--- src/rtl/seg7_pkg.sv ---
// Shared 7-segment code constants and the pattern decoder used by the monitor.
package seg7_pkg;

    // Active-low segment codes, bit order {g,f,e,d,c,b,a}
    localparam logic [6:0] SEG_0     = 7'h40;
    localparam logic [6:0] SEG_1     = 7'h79;
    localparam logic [6:0] SEG_2     = 7'h24;
    localparam logic [6:0] SEG_3     = 7'h30;
    localparam logic [6:0] SEG_4     = 7'h19;
    localparam logic [6:0] SEG_5     = 7'h12;
    localparam logic [6:0] SEG_6     = 7'h02;
    localparam logic [6:0] SEG_7     = 7'h78;
    localparam logic [6:0] SEG_8     = 7'h00;
    localparam logic [6:0] SEG_9     = 7'h10;
    localparam logic [6:0] SEG_A     = 7'h08;
    localparam logic [6:0] SEG_B     = 7'h03;
    localparam logic [6:0] SEG_C     = 7'h46;
    localparam logic [6:0] SEG_D     = 7'h21;
    localparam logic [6:0] SEG_E     = 7'h06;
    localparam logic [6:0] SEG_F     = 7'h0E;
    localparam logic [6:0] SEG_BLANK = 7'h7F;

    // legal: pattern is one of the 16 hex codes; blank: all segments dark
    typedef struct packed {
        logic       legal;
        logic       blank;
        logic [3:0] digit;
    } seg7_dec_t;

    function automatic seg7_dec_t seg7_decode(input logic [6:0] pat);
        seg7_dec_t r;
        r.legal = 1'b1;
        r.blank = 1'b0;
        r.digit = 4'h0;
        case (pat)
            SEG_0:     r.digit = 4'h0;
            SEG_1:     r.digit = 4'h1;
            SEG_2:     r.digit = 4'h2;
            SEG_3:     r.digit = 4'h3;
            SEG_4:     r.digit = 4'h4;
            SEG_5:     r.digit = 4'h5;
            SEG_6:     r.digit = 4'h6;
            SEG_7:     r.digit = 4'h7;
            SEG_8:     r.digit = 4'h8;
            SEG_9:     r.digit = 4'h9;
            SEG_A:     r.digit = 4'hA;
            SEG_B:     r.digit = 4'hB;
            SEG_C:     r.digit = 4'hC;
            SEG_D:     r.digit = 4'hD;
            SEG_E:     r.digit = 4'hE;
            SEG_F:     r.digit = 4'hF;
            SEG_BLANK: begin
                r.legal = 1'b0;
                r.blank = 1'b1;
            end
            default:   r.legal = 1'b0;
        endcase
        return r;
    endfunction

endpackage

--- src/rtl/seg7_stable_filter.sv ---
// Stability qualifier: a pattern counts as stable once it has been sampled on
// STABLE_CYCLES consecutive edges.
module seg7_stable_filter #(
    parameter int STABLE_CYCLES = 4
) (
    input  logic       clk,
    input  logic       rst,
    input  logic [6:0] seg7,
    output logic       stable,
    output logic [6:0] pattern
);
    import seg7_pkg::*;

    localparam int            CW      = $clog2(STABLE_CYCLES);
    localparam logic [CW-1:0] CNT_MAX = CW'(STABLE_CYCLES - 1);

    logic [6:0]    seg_d, seg_q;
    logic [CW-1:0] stab_cnt_d, stab_cnt_q;

    // Count consecutive matching samples; any change restarts qualification
    always_comb begin
        seg_d      = seg7;
        stab_cnt_d = stab_cnt_q;
        if (seg7 != seg_q)
            stab_cnt_d = '0;
        else if (stab_cnt_q != CNT_MAX)
            stab_cnt_d = stab_cnt_q + 1'b1;
    end

    // Sample register resets to blank so a held pattern re-qualifies from scratch
    always_ff @(posedge clk or negedge rst) begin
        if (!rst) begin
            seg_q      <= SEG_BLANK;
            stab_cnt_q <= '0;
        end else begin
            seg_q      <= seg_d;
            stab_cnt_q <= stab_cnt_d;
        end
    end

    assign stable  = (stab_cnt_q == CNT_MAX);
    assign pattern = seg_q;

endmodule

--- src/rtl/seg7_monitor.sv ---
// 7-segment bus monitor: qualifies, decodes and checks the step sequence of a
// counter display, counting illegal patterns and non-adjacent steps.
module seg7_monitor
    import seg7_pkg::*;
#(
    parameter int STABLE_CYCLES = 4,
    parameter int ERR_W         = 8
) (
    input  logic             clk,
    input  logic             rst,
    input  logic [6:0]       seg7,
    input  logic             clr_err,
    output logic [3:0]       value,
    output logic             value_vld,
    output logic             new_digit,
    output logic             step_vld,
    output logic             dir,
    output logic             step_err,
    output logic             bad_pat,
    output logic [ERR_W-1:0] err_cnt
);

    localparam logic [ERR_W-1:0] ERR_MAX = '1;

    logic       stable;
    logic [6:0] pattern;

    seg7_stable_filter #(.STABLE_CYCLES(STABLE_CYCLES)) u_filter (
        .clk     (clk),
        .rst     (rst),
        .seg7    (seg7),
        .stable  (stable),
        .pattern (pattern)
    );

    seg7_dec_t  dec;
    logic       accept;
    logic       err_evt;
    logic [3:0] val_up, val_dn;

    logic [6:0]       last_pat_d, last_pat_q;
    logic [3:0]       value_d, value_q;
    logic             value_vld_d, value_vld_q;
    logic             have_prev_d, have_prev_q;
    logic             dir_d, dir_q;
    logic             new_digit_d, new_digit_q;
    logic             step_vld_d, step_vld_q;
    logic             step_err_d, step_err_q;
    logic             bad_pat_d, bad_pat_q;
    logic [ERR_W-1:0] err_cnt_d, err_cnt_q;

    // Accept each distinct stable pattern once; classify it and infer the step
    always_comb begin
        dec         = seg7_decode(pattern);
        accept      = stable && (pattern != last_pat_q);
        val_up      = value_q + 4'd1;
        val_dn      = value_q - 4'd1;
        last_pat_d  = last_pat_q;
        value_d     = value_q;
        value_vld_d = value_vld_q;
        have_prev_d = have_prev_q;
        dir_d       = dir_q;
        new_digit_d = 1'b0;
        step_vld_d  = 1'b0;
        step_err_d  = 1'b0;
        bad_pat_d   = 1'b0;
        if (accept) begin
            last_pat_d = pattern;
            if (dec.blank) begin
                value_vld_d = 1'b0;
                have_prev_d = 1'b0;
            end else if (dec.legal) begin
                value_d     = dec.digit;
                value_vld_d = 1'b1;
                new_digit_d = 1'b1;
                have_prev_d = 1'b1;
                // value_q doubles as the previous digit: both update together
                if (have_prev_q) begin
                    if (dec.digit == val_up) begin
                        step_vld_d = 1'b1;
                        dir_d      = 1'b1;
                    end else if (dec.digit == val_dn) begin
                        step_vld_d = 1'b1;
                        dir_d      = 1'b0;
                    end else begin
                        step_err_d = 1'b1;
                    end
                end
            end else begin
                bad_pat_d   = 1'b1;
                have_prev_d = 1'b0;
            end
        end
    end

    // Saturating error count; a clear that meets an error event leaves that event counted
    always_comb begin
        err_evt   = step_err_d | bad_pat_d;
        err_cnt_d = err_cnt_q;
        if (clr_err)
            err_cnt_d = err_evt ? ERR_W'(1) : '0;
        else if (err_evt && err_cnt_q != ERR_MAX)
            err_cnt_d = err_cnt_q + 1'b1;
    end

    // Register all monitor state and the one-cycle pulses
    always_ff @(posedge clk or negedge rst) begin
        if (!rst) begin
            last_pat_q  <= SEG_BLANK;
            value_q     <= 4'h0;
            value_vld_q <= 1'b0;
            have_prev_q <= 1'b0;
            dir_q       <= 1'b0;
            new_digit_q <= 1'b0;
            step_vld_q  <= 1'b0;
            step_err_q  <= 1'b0;
            bad_pat_q   <= 1'b0;
            err_cnt_q   <= '0;
        end else begin
            last_pat_q  <= last_pat_d;
            value_q     <= value_d;
            value_vld_q <= value_vld_d;
            have_prev_q <= have_prev_d;
            dir_q       <= dir_d;
            new_digit_q <= new_digit_d;
            step_vld_q  <= step_vld_d;
            step_err_q  <= step_err_d;
            bad_pat_q   <= bad_pat_d;
            err_cnt_q   <= err_cnt_d;
        end
    end

    assign value     = value_q;
    assign value_vld = value_vld_q;
    assign new_digit = new_digit_q;
    assign step_vld  = step_vld_q;
    assign dir       = dir_q;
    assign step_err  = step_err_q;
    assign bad_pat   = bad_pat_q;
    assign err_cnt   = err_cnt_q;

endmodule

--- config.mk ---
export PLATFORM = sky130hd
export DESIGN_NAME = seg7_monitor
export DESIGN_NICKNAME = d
export VERILOG_FILES = /design/src/rtl/seg7_pkg.sv /design/src/rtl/seg7_stable_filter.sv /design/src/rtl/seg7_monitor.sv
export SDC_FILE = /design/constraint.sdc
export NUM_CORES = 1
export LEC_CHECK = 0
export CAP_MARGIN = 20
export CORE_MARGIN = 4
export CORE_UTILIZATION = 52
export CTS_BUF_LIST = sky130_fd_sc_hd__clkbuf_4 sky130_fd_sc_hd__clkbuf_8
export DETAILED_ROUTE_END_ITERATION = 6
export PLACE_DENSITY_LB_ADDON = 0.05
export SETUP_SLACK_MARGIN = 0.4
export SLEW_MARGIN = 20
export SYNTH_ARGS = -nofsm -noshare
export SYNTH_HDL_FRONTEND = slang
export SYNTH_SLANG_ARGS = --single-unit
--- constraint.sdc ---
create_clock -name clk -period 2.9 [get_ports clk]
set_input_delay 0.725 -clock clk [delete_from_list [all_inputs] [get_ports clk]]
set_output_delay 0.725 -clock clk [all_outputs]
set_load 0.1 [all_outputs]
==> impl_metrics.ini <==
[critical_path]
cp-end-kind = register
crit_chain = buf_6 > buf_4 > nor2_1 > nand4_1 > nand3_2 > or4_4 > o2111ai_2 > o32a_4 > nand2_8 > or4b_4 > a21oi_2
path_class = register to register
start_kind = register
crit_required_ns = 3.12
worstPathBufferInverterCount = 2
worstPathMaxFanout = 8
worstPathArrival_ns = 3.15
max_stage_delay_ns = 0.66
critPathSlowestCell = dfstp_4
crit_family = simple AND/OR/NAND/NOR gates

[drt]
wire_per_inst_um = 16.8
vias = 1994
dr.first_iter.drc_count = 143
drt.antenna.violating_nets = 0
first_pass_iters = 4
wirelength_um = 5830
drc = 0
viasPerCell = 5.75

[synthesis]
ys_types = 61
yosysTopAreaCellShare_pct = 23.3
ys_seq_area_share_pct = 39.6
synth_warnings = 0
synth_edf_count = 0
ys_seq_elements = 35
synthFlopType = dfrtp_1
synth_top_area_cell = dfrtp_1
synthTopCellsByArea = dfrtp_1 (23%), dfstp_2 (16%), xor2_1 (4.7%)
syn_inst = 222
synth_nets = 236
synth.avg_cell_area_um2 = 10.2
syn_area_um2 = 2260
async_reset_ff_share_pct = 100

[clocking]
clockRootBuffer = clkbuf_8
cts.htree.levels = 2
clkTransAtPathRegs_ns = 0.07
cts.sinks = 35
holdBufCountCts = 0
cts_buffer_depth = 2
tritoncts = built
clk_latency_ns = 0.29
cts_buffers = 5

[cells_and_area]
layout_commonest_cell = buf_4
area_delta_synth_final_pct = 39.6
drive_gt1_share_pct = 48.1
antenna_cells = 0
fillers = 276
layout_common_cells = buf_4 (63), dfrtp_1 (19), nor2_1 (14)
final_nets = 310
final_cells = 347

[floorplan]
fp-row-count = 23
fp.dieW_um = 73.9
core-area_um2 = 4090
die_area_um2 = 5460
initial_core_util_pct = 55.3
die_h_um = 73.9
io_pins = 28

[sta]
hold_viol = 0
setup_ws_ns = -0.0358
rsz0062_at_grt = yes
worst_pin_slew_ns = 0.497
final.setup.tns_ns = -0.0660
worst_clock_skew_ns = 0.00300
period_share_pct = 101
setup_viol = 2
max_freq_mhz = 341
min_period_ns = 2.94
slew_violations = 0
max_slew_margin_pct = 66.6

[global_route]
grt_pass1_vias = 2045
gr-total-overflow = 0
grt.total_usage_pct = 23.1
antenna_found_initial = 0
grt_pass1_wl_um = 9710
grt_max_degree = 36

[power_and_ir_drop]
seqPwrFrac_pct = 49.5
clockPowerShare_pct = 35.4
p_int_mw = 0.770
ir_drop_uv = 261
p_leak_nw = 1.42
p_sw_share_pct = 25.5
powerDensity_nw_per_um2 = 328
switchingPower_mw = 0.264
p_comb_share_pct = 15.1

[placed_design]
port_buffers = 27
gp_congestion = 0.840
dp_cells = 296
dp_hpwl_um = 3430

[outcome]
status = finished with violations
violations = setup timing

[job]
drv_cap = 0

[min_path]
min_path_type = register to register
timing repair:
action                     4_1_cts  5_1_grt
pin swaps                        8        9
setup buffers                   33       10
setup endpoints to repair       12       12
resized for setup               22       22
hold endpoints to repair         0        0
stage by stage:
stage | total power, mW | util, % | hold slack (ns) | instance area [um^2] | setup slack (ns)
6_report | 1.03 | 77.2 | 0.488 | 3150 | -0.0358
5_1_grt | 1.07 | 77.2 | 0.506 | 3150 | -0.111
3_5_place_dp | 0.620 | 62.2 | 0.474 | 2540 | -0.0290
2_1_floorplan | 0.585 | - | 0.429 | 2290 | 0.209
3_3_place_gp | 0.616 | 62.2 | 0.465 | 2540 | 0.0107
4_1_cts | 1.02 | 72.9 | 0.490 | 2980 | 0.0713
final timing paths:
check	from	depth (start not counted)	end	slack (ns)
worst max register to register	u_filter.pattern[0]	11	err_cnt[7]	-0.04
worst max-delay path	u_filter.pattern[0]	11	err_cnt[7]	-0.04
worst min-delay path	value_vld	1	value_vld	0.49
min in group asynchronous	rst	2	u_filter.stab_cnt_q[0]	0.85
worst min register to register	value_vld	1	value_vld	0.49
max in group asynchronous	rst	2	last_pat_q[4]	1.71
power groups by stage:
stage / Sequential [mW] / Clock [mW] / Combinational (mW)
6_report: 0.512 / 0.367 / 0.156
5_1_grt: 0.513 / 0.391 / 0.168
4_1_cts: 0.511 / 0.371 / 0.141
3_5_place_dp: 0.527 / 0 / 0.0933
3_3_place_gp: 0.526 / 0 / 0.0908
2_1_floorplan: 0.510 / 0 / 0.0757
sequential cells by signal, summed over array words and instances (netlist names):
signal               count
step_err                 1
err_cnt                  8
bad_pat                  1
new_digit                1
dir                      1
u_filter.pattern         7
step_vld                 1
last_pat_q               7
value                    4
u_filter.stab_cnt_q      2
have_prev_q              1
value_vld                1
layer usage:
| layer | track usage [%] | vias up | routed length (um) |
|---|---|---|---|
| li1 | - | 943 | - |
| met1 | 30.4 | 975 | 2490 |
| met2 | 38.2 | 64 | 2980 |
| met3 | 4.51 | 12 | 260 |
| met4 | 7.65 | 0 | 105 |
| met5 | 0 | - | 0 |
cells by family after synthesis:
| group | count (synthesis) | synth area share (%) |
|---|---|---|
| xor+xnor | 24 | 9.64 |
| flops | 35 | 39.6 |
| simple gates | 86 | 22.8 |
| mux | 13 | 6.65 |
| compound gates | 39 | 13.4 |
| fa+ha+maj | 4 | 2.22 |
| buf+inv | 21 | 5.76 |
cells in the mapped netlist, types with 3 or more instances:
cell type,number
nand4_1,5
nor2b_1,6
xor2_1,12
a21oi_1,7
dfstp_2,14
nand2b_1,3
nand3_1,10
nor4_1,3
buf_6,4
nand2_1,7
xnor2_1,11
clkbuf_1,3
nor3b_1,3
mux2_2,8
dfrtp_1,21
nor2_1,15
and3_1,5
o21ai_0,7
buf_4,5
mux2i_1,3
nor3_1,7
a21o_1,4
or3_1,3
ha_1,4
inv_1,7
cell type report:
cell class	count	area, um^2	share of cell area [%]
repair buffers	81	673	21.3
multi-input cells	166	1400	44.2
clock inverters	1	5.00	0.159
inverters	7	26.3	0.833
flip-flops and latches	35	907	28.8
clock buffers	7	83.8	2.66
well taps	50	62.6	1.98
Note: power is estimated with default switching activity, not from simulation.
